File: src/rtl/hs_chk_pkg.sv
// Shared types for the handshake window checker: per-channel FSM states
// and the sticky error codes reported on err_code.
`timescale 1ns/1ps
package hs_chk_pkg;

    // Sticky first-error code, two bits per channel on the err_code bus
    typedef enum logic [1:0] {
        NONE    = 2'd0,
        TIMEOUT = 2'd1,
        GUARD   = 2'd2,
        WINDOW  = 2'd3
    } err_code_e;

    // A channel is either idle, waiting for req, or waiting for the ack
    typedef enum logic {
        IDLE = 1'b0,
        WAIT = 1'b1
    } ch_state_e;

endpackage

File: src/rtl/hs_chk_channel.sv
// One handshake channel: watches a single req/ack pair, times the wait,
// enforces guard and window rules, and keeps a sticky first-error code.
`timescale 1ns/1ps
module hs_chk_channel
    import hs_chk_pkg::*;
#(
    parameter int MAX_LAT     = 16,
    parameter int OVERLAP_ERR = 0,
    localparam int LAT_W      = $clog2(MAX_LAT + 1)
) (
    input  logic       clk,
    input  logic       rst_n,
    input  logic       clr,
    input  logic       req,
    input  logic       ack,
    input  logic       guard,
    input  logic       win_close,
    output logic       pass,
    output logic       fail,
    output logic [1:0] err_code,
    output logic       overlap,
    output logic       busy
);

    ch_state_e        state_q, state_d;
    logic [LAT_W-1:0] lat_q, lat_d;
    err_code_e        code_q, code_d;
    err_code_e        fail_code;
    logic             overlap_q, overlap_d;
    logic             pass_q, pass_d;
    logic             fail_q, fail_d;

    // Next-state logic: the first matching rule in WAIT decides the check.
    // Guard outranks ack, ack outranks the window end, and the window end
    // outranks the latency limit.
    always_comb begin
        state_d   = state_q;
        lat_d     = lat_q;
        code_d    = code_q;
        overlap_d = overlap_q;
        pass_d    = 1'b0;
        fail_d    = 1'b0;
        fail_code = NONE;
        if (clr) begin
            state_d   = IDLE;
            lat_d     = '0;
            code_d    = NONE;
            overlap_d = 1'b0;
        end else begin
            case (state_q)
                IDLE: begin
                    if (req) begin
                        state_d = WAIT;
                        lat_d   = LAT_W'(1);
                    end
                end
                WAIT: begin
                    if (!guard) begin
                        fail_d    = 1'b1;
                        fail_code = GUARD;
                        state_d   = IDLE;
                        lat_d     = '0;
                    end else if (ack) begin
                        pass_d  = 1'b1;
                        state_d = IDLE;
                        lat_d   = '0;
                    end else if (win_close) begin
                        fail_d    = 1'b1;
                        fail_code = WINDOW;
                        state_d   = IDLE;
                        lat_d     = '0;
                    end else if (lat_q == LAT_W'(MAX_LAT)) begin
                        fail_d    = 1'b1;
                        fail_code = TIMEOUT;
                        state_d   = IDLE;
                        lat_d     = '0;
                    end else begin
                        lat_d = lat_q + LAT_W'(1);
                        if ((OVERLAP_ERR != 0) && req) begin
                            overlap_d = 1'b1;
                        end
                    end
                end
                default: begin
                    state_d = IDLE;
                    lat_d   = '0;
                end
            endcase
            if (fail_d && (code_q == NONE)) begin
                code_d = fail_code;
            end
        end
    end

    // State, latency counter, sticky flags and registered result pulses
    always_ff @(posedge clk or negedge rst_n) begin
        if (!rst_n) begin
            state_q   <= IDLE;
            lat_q     <= '0;
            code_q    <= NONE;
            overlap_q <= 1'b0;
            pass_q    <= 1'b0;
            fail_q    <= 1'b0;
        end else begin
            state_q   <= state_d;
            lat_q     <= lat_d;
            code_q    <= code_d;
            overlap_q <= overlap_d;
            pass_q    <= pass_d;
            fail_q    <= fail_d;
        end
    end

    assign pass     = pass_q;
    assign fail     = fail_q;
    assign err_code = code_q;
    assign overlap  = overlap_q;
    assign busy     = (state_q == WAIT);

endmodule

File: config.mk
export PLATFORM = sky130hd
export DESIGN_NAME = hs_chk_channel
export DESIGN_NICKNAME = d
export VERILOG_FILES = /design/src/rtl/hs_chk_pkg.sv /design/src/rtl/hs_chk_channel.sv
export SDC_FILE = /design/constraint.sdc
export NUM_CORES = 1
export LEC_CHECK = 0
export BUFFER_PORTS_ARGS = -buffer_cell sky130_fd_sc_hd__buf_2
export CORE_UTILIZATION = 35
export CTS_BUF_LIST = sky130_fd_sc_hd__clkbuf_16
export DETAILED_ROUTE_END_ITERATION = 8
export MAX_ROUTING_LAYER = met4
export PLACE_DENSITY = 0.57
export SETUP_SLACK_MARGIN = 0.02
export SYNTH_ARGS = -nofsm -noshare
export SYNTH_HDL_FRONTEND = slang
export SYNTH_SLANG_ARGS = --single-unit
File: constraint.sdc
create_clock -name clk -period 1.5 [get_ports clk]
set_input_delay 0.075 -clock clk [delete_from_list [all_inputs] [get_ports clk]]
set_output_delay 0.075 -clock clk [all_outputs]
set_load 0.02 [all_outputs]
After elaboration in Yosys (flattened, before gate mapping)
Cells that the tools add are included.
{ "totals": {"out_inout_bits": 6, "in_bits": 7, "register_bits": 10} }
{ "op_classes": {"eq_ne": 2, "reduce_logical": 3, "bitwise": 1, "mux": 32, "add_sub_neg": 1} }
{ "ops": {"columns": ["op", "count"], "rows": [
  ["$mux 5", 6],
  ["$mux 1", 18],
  ["$mux 2", 6],
  ["$pmux 5 s2", 1],
  ["$add 5x1->5 const B", 1],
  ["$eq 5x5->1 const B", 1],
  ["$ne 3x3->1 const B", 1],
  ["$logic_not 2->1", 1],
  ["$pmux 1 s2", 1],
  ["$reduce_bool 2->1", 1],
  ["$logic_and 1x1->1", 1],
  ["$not 1->1", 1]
]} }

Longest topological paths before layout
{ "logic_depth": {"word_depth": 10, "ltp_mapped": 5} }

Worst setup path before layout
No wires, ideal clock.
{ "synth_timing": {"path_type": "reg-to-reg", "from": "register lat_q[0]", "to": "register lat_q[2]", "t_required_ns": 1.420, "arrival_ns": 1.387, "path_stages_with_launch": 6, "n_path_buf": 0, "period_less_slack_ns": 1.467, "slack_ns": 0.033, "cell_sequence": "dfrtp_1 inv_1 ha_1 and4bb_2 or3b_4 o211ai_2"} }
{ "synth_between": {"elab_chain_len": 7} }
{ "synth_rtl": {"columns": ["element", "line", "source"], "rows": [
  ["from (decl)", "hs_chk_channel.sv:26", "logic [LAT_W-1:0] lat_q, lat_d;"],
  ["from (signal assigned)", "hs_chk_channel.sv:106", "lat_q <= lat_d;"],
  ["$add 5x1->5 / $eq 5x5->1 (equally long branches)", "hs_chk_channel.sv:78, hs_chk_channel.sv:72", null],
  ["$mux 5 *", "hs_chk_channel.sv:72", "end else if (lat_q == LAT_W'(MAX_LAT)) begin"],
  ["$mux 5 *", "hs_chk_channel.sv:67", "end else if (win_close) begin"],
  ["$mux 5 *", "hs_chk_channel.sv:63", "end else if (ack) begin"],
  ["$mux 5 *", "hs_chk_channel.sv:58", "if (!guard) begin"],
  ["$pmux 5 s2 *", "hs_chk_channel.sv:50", "case (state_q)"],
  ["$mux 5 *", "hs_chk_channel.sv:44", "if (clr) begin"]
]} }
Mark *: on every way between the ends. The rest lies on a longest branch, timed or not.
A chain may end at the register's enable or synchronous reset.

Final worst setup path
{ "layout_timing": {"from": "register lat_q[0]", "to": "register lat_q[3]"} }
Same word-level chain as after synthesis.

==> results.json <==
{
  "postCtsSetupRepairBufs": 0,
  "crit_arrival_ps": 1620,
  "leakage_nw": 0.372,
  "initial_core_util_pct": 39.5,
  "pwr-share-comb_pct": 9.1,
  "dpl_cell_area_um2": 664,
  "syn_nets": 63,
  "final_nets": 86,
  "antennaDiodeCount": 0,
  "synthCells": 54,
  "synth_area_um2": 546,
  "p_clk_share_pct": 56.9,
  "clk_path_buf_depth": 2,
  "drv_cap": 0,
  "grt_pass1_vias": 464,
  "fin_area_um2": 759,
  "critical_path_class": "reg2reg",
  "fp.coreArea_mm2": 0.00138,
  "dr.first_iter.drc_count": 3,
  "cts_buffers": 3,
  "setup_viol_count_final": 0,
  "setup_tns_ps": 0,
  "drv_slew": 0,
  "p_per_area_mw_per_mm2": 1090,
  "status": "completed",
  "gp_congestion": 0.847,
  "worstPathRequired_ps": 1660,
  "cts-root-buf": "clkbuf_16",
  "die_height_um": 41.5,
  "ys_types": 28,
  "final_cell_mix": "buf_2 (11), dfrtp_1 (10), buf_4 (7)",
  "skew_ps": 3.24,
  "post_drt_via_cell_ratio": 4.93,
  "drt-total-wl_mm": 1.16,
  "dpl.hpwl_um": 850,
  "grt_setup_unrepaired": "yes",
  "ys_warn_count": 0,
  "clock_sinks": 10,
  "drt_pass1_iterations": 2,
  "drc_errors": 0,
  "path_max_fanout": 5,
  "crit_path_start_kind": "flip-flop",
  "synth_seq_area_share_pct": 45.9,
  "swShare_pct": 20.3,
  "syn_area_per_cell_um2": 10.1,
  "clk_pin_slew_ps": 40,
  "crit_path_end_kind": "flip-flop",
  "io_buffer_count": 11,
  "routedWlPerCell_um": 12.8,
  "final_common_cell": "buf_2",
  "cts_tree": "done",
  "fin_crit_sh_pct": 97.2,
  "antenna_found_initial": 0,
  "sequentialPowerShare_pct": 34.0,
  "grt_first_pass_wirelength_mm": 2.02,
  "finalHoldViolCount": 0,
  "p_sw_w": 0.000168,
  "track_usage_pct": 15.9,
  "insertion_delay_ps": 240,
  "grt-ovfl-total": 0,
  "min_period_ps": 1460,
  "die_width_um": 41.5,
  "areaGrowthSynthToFinish_pct": 39.2,
  "die_area_mm2": 0.00172,
  "row_count": 13,
  "drive_gt1_share_pct": 36.8,
  "postRouteAntennaNets": 0,
  "ios": 13,
  "grt_max_degree": 11,
  "fmax_mhz": 686,
  "ir_worst_vdd_mv": 1.11,
  "h-tree-depth": 1,
  "ys_ff_latch": 10,
  "num_vias": 449,
  "hold_class": "in2reg",
  "internal_power_w": 0.000659
}
[what timing repair did]
item                       CTS  global route
resized for setup            0             2
hold buffers                 1             0
setup endpoints to repair    0             3
hold endpoints to repair    10             0
[path summary, 6_finish.rpt]
| check | slack [ps] | startpoint | end | depth (start not counted) |
|---|---|---|---|---|
| min in group asynchronous | 240 | rst_n | lat_q[1] | 2 |
| setup / recovery | 40 | lat_q[0] | lat_q[3] | 5 |
| hold reg to reg | 500 | err_code[0] | err_code[0] | 1 |
| setup reg to reg | 40 | lat_q[0] | lat_q[3] | 5 |
| max in group asynchronous | 1070 | rst_n | lat_q[2] | 2 |
| hold / removal | 60 | guard | fail | 2 |
[registers in the layout, indices dropped and copies added (netlist names)]
signal / flops
pass: 1
err_code: 2
busy: 1
lat_q: 5
fail: 1
[critical path: stages, from the launching register on]
cell and delay [ps]:
dfrtp_1 340, inv_1 50, ha_2 170, and4bb_2 230, or3b_4 430, o21ai_1 160
[per-stage QoR]
step,hold slack [ps],setup WS (ps),std cells,utilization [%],total power [W]
finish,60.4,41.6,91,54.9,0.000826
global route,62.5,5.21,91,54.9,0.000866
CTS,55.6,53.4,91,54.5,0.000832
detailed placement,-47.3,62.6,86,48.1,0.000356
global placement,-53.5,72.9,86,48.1,0.000356
floorplan,-221,32.5,54,-,0.000318
[layer usage]
metal,GRT usage [%],routed length (um),vias up
li1,-,-,230
met1,19.3,560,211
met2,23.8,541,6
met3,7.83,42,2
met4,3.87,17,0
met5,-,0,-
[cells by family after synthesis]
family | count (synthesis) | synth area share, %
adder cells (fa/ha/maj) | 2 | 4.59
buffers and inverters | 7 | 5.50
other | 1 | 0.687
multiplexers | 1 | 1.83
XOR/XNOR | 1 | 1.61
AND/OR/NAND/NOR | 21 | 24.3
AO/OA/AOI/OAI | 11 | 15.6
flip-flops | 10 | 45.9
[Yosys cell counts]
cell | instances | area, um^2
o21bai_1 | 1 | 7.51
o2111ai_1 | 1 | 8.76
nor2b_1 | 1 | 6.26
nor3_1 | 1 | 5.00
nor2_1 | 2 | 7.51
xor2_1 | 1 | 8.76
o21ai_0 | 1 | 5.00
nand2_1 | 6 | 22.5
conb_1 | 1 | 3.75
nand3_1 | 2 | 10.0
nand2b_1 | 2 | 12.5
or2b_1 | 1 | 7.51
mux2i_1 | 1 | 10.0
and4bb_2 | 1 | 12.5
o211ai_2 | 2 | 25.0
buf_4 | 1 | 7.51
a211o_1 | 1 | 8.76
a21oi_1 | 2 | 10.0
dfrtp_1 | 10 | 250
inv_1 | 6 | 22.5
nand4b_1 | 1 | 8.76
or3b_4 | 1 | 11.3
nand4_1 | 1 | 6.26
and4bb_4 | 1 | 16.3
or3_1 | 1 | 6.26
a32o_1 | 1 | 10.0
o21ai_1 | 2 | 10.0
ha_1 | 2 | 25.0
[power groups by stage]
stage	clock [W]	sequential, W	combinational (W)
floorplan	0	0.000294	0.0000242
finish	0.000470	0.000281	0.0000754
global placement	0	0.000285	0.0000712
global route	0.000501	0.000281	0.0000840
CTS	0.000478	0.000281	0.0000731
detailed placement	0	0.000285	0.0000709
[layout make-up]
cell class / instances / area, um^2
clock buffer: 3 / 75.1
inverter: 6 / 22.5
multi-input combinational: 37 / 272
timing repair buffer: 19 / 118
clock inverter: 1 / 3.75
sequential: 10 / 250
tap: 15 / 18.8
fill: 141 / 623
No activity file was read; power rests on OpenSTA's default activity.
